### config.mk
export PLATFORM = sky130hd
export DESIGN_NAME = beep_decoder
export DESIGN_NICKNAME = d
export VERILOG_FILES = /design/src/rtl/beep_decoder_pkg.sv /design/src/rtl/beep_sync.sv /design/src/rtl/beep_decoder.sv
export SDC_FILE = /design/constraint.sdc
export NUM_CORES = 1
export LEC_CHECK = 0
export BUFFER_PORTS_ARGS = -buffer_cell sky130_fd_sc_hd__buf_4
export CORE_MARGIN = 5
export CORE_UTILIZATION = 50
export DETAILED_ROUTE_END_ITERATION = 7
export PLACE_DENSITY = 0.64
export RECOVER_POWER = 100
export REMOVE_ABC_BUFFERS = 1
export SLEW_MARGIN = 15
export SYNTH_ARGS = -nofsm -noshare
export SYNTH_HDL_FRONTEND = slang
export SYNTH_SLANG_ARGS = --single-unit
### constraint.sdc
create_clock -name clk -period 4.8 [get_ports clk]
set_input_delay 0.24 -clock clk [delete_from_list [all_inputs] [get_ports clk]]
set_output_delay 0.24 -clock clk [all_outputs]
set_load 0.02 [all_outputs]
### src/rtl/beep_decoder_pkg.sv
// Shared constants for the tone generator/decoder pair: note half-periods and FSM encoding.
package beep_decoder_pkg;

    typedef enum logic [1:0] {
        StSilent,
        StAcquire,
        StLocked
    } state_e;

    localparam int NumNotes = 7;

    // Half-period minus one, in clk cycles.
    localparam logic [15:0] HalfPeriodDo = 16'd47774;
    localparam logic [15:0] HalfPeriodRi = 16'd42568;
    localparam logic [15:0] HalfPeriodMi = 16'd37919;
    localparam logic [15:0] HalfPeriodFa = 16'd35791;
    localparam logic [15:0] HalfPeriodSo = 16'd31888;
    localparam logic [15:0] HalfPeriodLa = 16'd28410;
    localparam logic [15:0] HalfPeriodXi = 16'd25309;

    typedef logic [NumNotes-1:0][15:0] note_table_t;

    localparam note_table_t NoteTableDefault = {
        HalfPeriodXi, HalfPeriodLa, HalfPeriodSo, HalfPeriodFa,
        HalfPeriodMi, HalfPeriodRi, HalfPeriodDo
    };

    function automatic logic within_tol(input logic [15:0] p, input logic [15:0] t,
                                        input logic [15:0] tol);
        logic [15:0] diff;
        diff = (p >= t) ? (p - t) : (t - p);
        return diff <= tol;
    endfunction

endpackage

### src/rtl/beep_sync.sv
// Two-flop synchronizer for the tone input followed by a registered both-edge detector.
module beep_sync (
    input  logic clk_i,
    input  logic rst_ni,
    input  logic beep_i,
    output logic edge_o
);

    logic sync1_q, sync2_q, prev_q, edge_q;

    always_ff @(posedge clk_i) begin
        if (!rst_ni) begin
            sync1_q <= 1'b0;
            sync2_q <= 1'b0;
            prev_q  <= 1'b0;
            edge_q  <= 1'b0;
        end else begin
            sync1_q <= beep_i;
            sync2_q <= sync1_q;
            prev_q  <= sync2_q;
            edge_q  <= sync2_q ^ prev_q;
        end
    end

    assign edge_o = edge_q;

endmodule

### src/rtl/beep_decoder.sv
// Measures half-periods of a square-wave tone and locks onto the matching note after
// CONFIRM consecutive agreeing measurements.
module beep_decoder
    import beep_decoder_pkg::*;
#(
    parameter logic [15:0] TOL       = 16'd64,
    parameter logic [2:0]  CONFIRM   = 3'd4,
    parameter logic [15:0] SILENCE   = 16'hFFFF,
    parameter note_table_t NoteTable = NoteTableDefault
) (
    input  logic       clk,
    input  logic       rst,
    input  logic       beep_in,
    output logic [2:0] note,
    output logic       note_valid,
    output logic       note_start,
    output logic [7:0] note_count
);

    state_e      state_q, state_d;
    logic [15:0] cnt_q, cnt_d;
    logic [2:0]  cand_q, cand_d;
    logic [2:0]  mc_q, mc_d;
    logic [2:0]  note_q, note_d;
    logic        valid_q, valid_d;
    logic        start_q, start_d;
    logic [7:0]  count_q, count_d;
    logic        armed_q;

    logic        edge_flag, edge_w, silent_w;
    logic        hit;
    logic [2:0]  idx;
    logic        confirm_w;

    beep_sync u_sync (
        .clk_i  (clk),
        .rst_ni (rst),
        .beep_i (beep_in),
        .edge_o (edge_flag)
    );

    // Ignore any edge in the first cycle out of reset.
    assign edge_w    = edge_flag & armed_q;
    assign silent_w  = !edge_w && (cnt_q >= SILENCE);
    assign confirm_w = hit && (idx == cand_q) && ((mc_q + 3'd1) == CONFIRM);

    // Scan downwards so the lowest matching index wins.
    always_comb begin
        hit = 1'b0;
        idx = 3'd0;
        for (int k = NumNotes - 1; k >= 0; k--) begin
            if (within_tol(cnt_q, NoteTable[k], TOL)) begin
                hit = 1'b1;
                idx = 3'(k);
            end
        end
    end

    always_ff @(posedge clk) begin
        if (!rst) begin
            state_q <= StSilent;
            cnt_q   <= 16'd0;
            cand_q  <= 3'd0;
            mc_q    <= 3'd0;
            note_q  <= 3'd0;
            valid_q <= 1'b0;
            start_q <= 1'b0;
            count_q <= 8'd0;
            armed_q <= 1'b0;
        end else begin
            state_q <= state_d;
            cnt_q   <= cnt_d;
            cand_q  <= cand_d;
            mc_q    <= mc_d;
            note_q  <= note_d;
            valid_q <= valid_d;
            start_q <= start_d;
            count_q <= count_d;
            armed_q <= 1'b1;
        end
    end

    always_comb begin
        state_d = state_q;
        unique case (state_q)
            StSilent: begin
                if (edge_w) state_d = StAcquire;
            end
            StAcquire: begin
                if (edge_w) begin
                    if (confirm_w) state_d = StLocked;
                end else if (silent_w) begin
                    state_d = StSilent;
                end
            end
            StLocked: begin
                if (edge_w) begin
                    if (!(hit && idx == note_q)) state_d = StAcquire;
                end else if (silent_w) begin
                    state_d = StSilent;
                end
            end
            default: state_d = StSilent;
        endcase
    end

    always_comb begin
        cnt_d   = edge_w ? 16'd0 : ((cnt_q == 16'hFFFF) ? cnt_q : cnt_q + 16'd1);
        cand_d  = cand_q;
        mc_d    = mc_q;
        note_d  = note_q;
        valid_d = valid_q;
        start_d = 1'b0;
        count_d = count_q;
        unique case (state_q)
            StSilent: begin
                if (edge_w) mc_d = 3'd0;
            end
            StAcquire: begin
                if (edge_w) begin
                    if (hit && idx == cand_q) begin
                        mc_d = mc_q + 3'd1;
                        if (confirm_w) begin
                            note_d  = idx;
                            valid_d = 1'b1;
                            start_d = 1'b1;
                            count_d = count_q + 8'd1;
                        end
                    end else if (hit) begin
                        cand_d = idx;
                        mc_d   = 3'd1;
                    end else begin
                        mc_d = 3'd0;
                    end
                end else if (silent_w) begin
                    valid_d = 1'b0;
                end
            end
            StLocked: begin
                if (edge_w) begin
                    if (!(hit && idx == note_q)) begin
                        valid_d = 1'b0;
                        if (hit) begin
                            cand_d = idx;
                            mc_d   = 3'd1;
                        end else begin
                            mc_d = 3'd0;
                        end
                    end
                end else if (silent_w) begin
                    valid_d = 1'b0;
                end
            end
            default: ;
        endcase
    end

    assign note       = note_q;
    assign note_valid = valid_q;
    assign note_start = start_q;
    assign note_count = count_q;

endmodule

==> out/qor.csv <==
metric,value,unit
dp_cells,1195,
r2r_slack,0.16,ns
n_antenna_cell,0,
place.gp.congestion,1.07,
grt_pass1_wl,46700,um
hold_viol_final,0,
fin_ws,0.163,ns
grt_pass1_vias,7915,
r2r-start,cnt_q[4],
die_area,17300,sq um
ys_warn_count,0,
max_freq,216,MHz
layout.filler_cells,1480,
rows,44,
clkSinkCount,42,
peakVddDrop,0.113,mV
avgSynthCellArea,7.27,sq um
min_path_type,in -> reg,
cts_buffer_depth,2,
cts_root_buf,clkbuf_16,
cts_buffers,5,
area_growth,7.14,%
post-route-min-period,4.64,ns
ys_seq_area_share,11.4,%
post-route-util,54.4,%
reg2reg_to,state_q[0],
ant_nets,0,
initial_core_util,50.8,%
fin_crit_sh,96.6,%
slew_viol_final,0,
first_pass_iters,6,
power.density,106,nW/um^2
endpoint_kind,register,
die-height,132,um
port-buffer-count,15,
critical_path_class,reg -> reg,
syn_inst,1016,
cts_tree,yes,
netlist_top_cells_area,"dfxtp_1 11%, xnor2_1 7.1%, ha_1 6.3%",
die_w,132,um
globalRouteOverflowTotal,0,
routed_wl,30200,um
crit_slowest_cell,or4_4,
drt_iter0_drc,1277,
setup_viol,0,
synth_top_area_share,11.4,%
final_common_cell,nand2_1,
maxSlewHeadroom,19.6,%
routed-via-count,8586,
grt_start_max_net_pins,32,
boundaryPins,16,
final_cells,1203,
path_clk_slew,0.07,ns
final_cell_mix,"83 x nand2_1, 72 x a21oi_1, 68 x buf_4, 65 x nor2_1, 61 x xnor2_1",
worstSkewPairLatency,0.30,ns
multi_input_area,5970,sq um
place_hpwl,22600,um
rr_worst_depth,14,
cap_violations,0,
antenna_found_initial,0,
timing.hold.ws,0.151,ns
core_area,14500,sq um
fin_tns_setup,0,ns
synth_cell_type_count,102,
grt.total_usage,33.2,%
final_area,7910,sq um
final_nets,1058,
postCtsHoldBufs,0,
p_leak,2.98,nW
required,4.99,ns
dpl_cell_area,7820,sq um
viasPerCell,7.14,
ys_seq_elements,42,
ys.flop_type,dfxtp_1,
fin_worst_skew,0.00776,ns
start_kind,register,
min-delay-start,beep_in,
post-place-ws,0.327,ns
async_flop_share,0,%
crit_path_max_fanout,9,
yosysTopAreaCell,dfxtp_1,
cp_cell_sequence,"buf_4, ha_1, nand3_1, or4_4, and2_1, nand2_1, a31o_1, xnor2_1, a211oi_1, a211oi_1, mux2i_2, a41oi_2, or4b_1, o41ai_1",
synth_edf_count,0,
crit_arrival,4.83,ns
drive_gt1_share,12.0,%
max_stage_delay,0.61,ns
netlist_area,7380,sq um
worstHoldPathCells,2,
drc,0,
htreeDepth,2,
cpMostUsedCell,a211oi_1,
min_to,u_sync.sync1_q,
seqCellArea,845,sq um
total_power,841,uW
route.detailed.wl_per_inst,25.1,um
status,"finished, final reports clean",
tightest_slew,1.21,ns
rsz0062_at_grt,no,
## report_power, final
part | switching, mW | internal [mW] | leakage [nW]
combinational | 0.0728 | 0.0374 | 2.57
sequential | 0.00487 | 0.353 | 0.342
clock | 0.177 | 0.196 | 0.0664
total | 0.255 | 0.587 | 2.98
## state kept, by name, indices dropped and copies added, names as in the netlist
name            count
cnt_q              16
note_count          8
cand_q              3
mc_q                3
note                3
state_q             2
armed_q             1
note_start          1
note_valid          1
u_sync.edge_o       1
u_sync.prev_q       1
u_sync.sync1_q      1
u_sync.sync2_q      1
## logic make-up (layout without fill, tap and decap cells)
logic type / after synthesis / after routing / synth area share, %
buffers and inverters: 118 / 121 / 7.71
AO/OA/AOI/OAI: 307 / 307 / 29.7
AND/OR/NAND/NOR: 402 / 402 / 30.8
adder cells (fa/ha/maj): 37 / 37 / 6.27
XOR/XNOR: 68 / 68 / 8.27
multiplexers: 42 / 42 / 5.86
flip-flops: 42 / 42 / 11.4
## Yosys cell counts (15+ instances only)
master    instances
nor2_1           65
buf_2            20
nand4_1          27
a21oi_1          72
inv_1            22
nand2_1          83
mux2i_1          37
and3_1           17
nor4_1           16
dfxtp_1          42
nor3_1           28
nand3_1          28
ha_1             37
clkbuf_1         43
xnor2_1          60
o21ai_0          56
nand2b_1         24
and2_1           17
a31oi_1          15
## worst max-delay path: cells and delay by family (launching register included)
family                   cells  cell delay (ns)
XOR/XNOR                     1             0.07
multiplexers                 1             0.27
buffers and inverters        1             0.21
AO/OA/AOI/OAI                5             1.20
AND/OR/NAND/NOR              5             1.97
flip-flops                   1             0.36
adder cells (fa/ha/maj)      1             0.44
## area by class of cell
| class | instances | share of cell area, % |
|---|---|---|
| inverter | 28 | 1.33 |
| clock buffer | 5 | 1.58 |
| multi-input combinational | 856 | 75.5 |
| clock inverter | 3 | 0.301 |
| sequential | 42 | 10.7 |
| timing repair buffer | 85 | 7.67 |
| tap | 184 | 2.91 |
## timing repair
action	CTS	global route
setup buffers	0	0
setup endpoints to repair	0	2
resized for setup	0	1
## routing by layer
layer / track usage (%) / vias to the layer above / wire [um]
met4: 16.6 / 0 / 1760
met2: 50.5 / 565 / 13000
met5: 0 / - / 0
met1: 45.0 / 4055 / 12400
met3: 5.62 / 136 / 3100
li1: - / 3830 / -
## worst max-delay path by stage
| stage | from | end | slack, ns |
|---|---|---|---|
| 4_1_cts | cnt_q[4] | state_q[0] | 0.29 |
| 5_1_grt | cnt_q[5] | state_q[1] | 0.03 |
| 2_1_floorplan | cnt_q[4] | note[2] | -0.23 |
| 6_report | cnt_q[4] | state_q[0] | 0.16 |
| 3_5_place_dp | cnt_q[4] | state_q[1] | 0.33 |
| 3_3_place_gp | cnt_q[4] | state_q[0] | 0.32 |
Power figures use the tool's default switching activity.
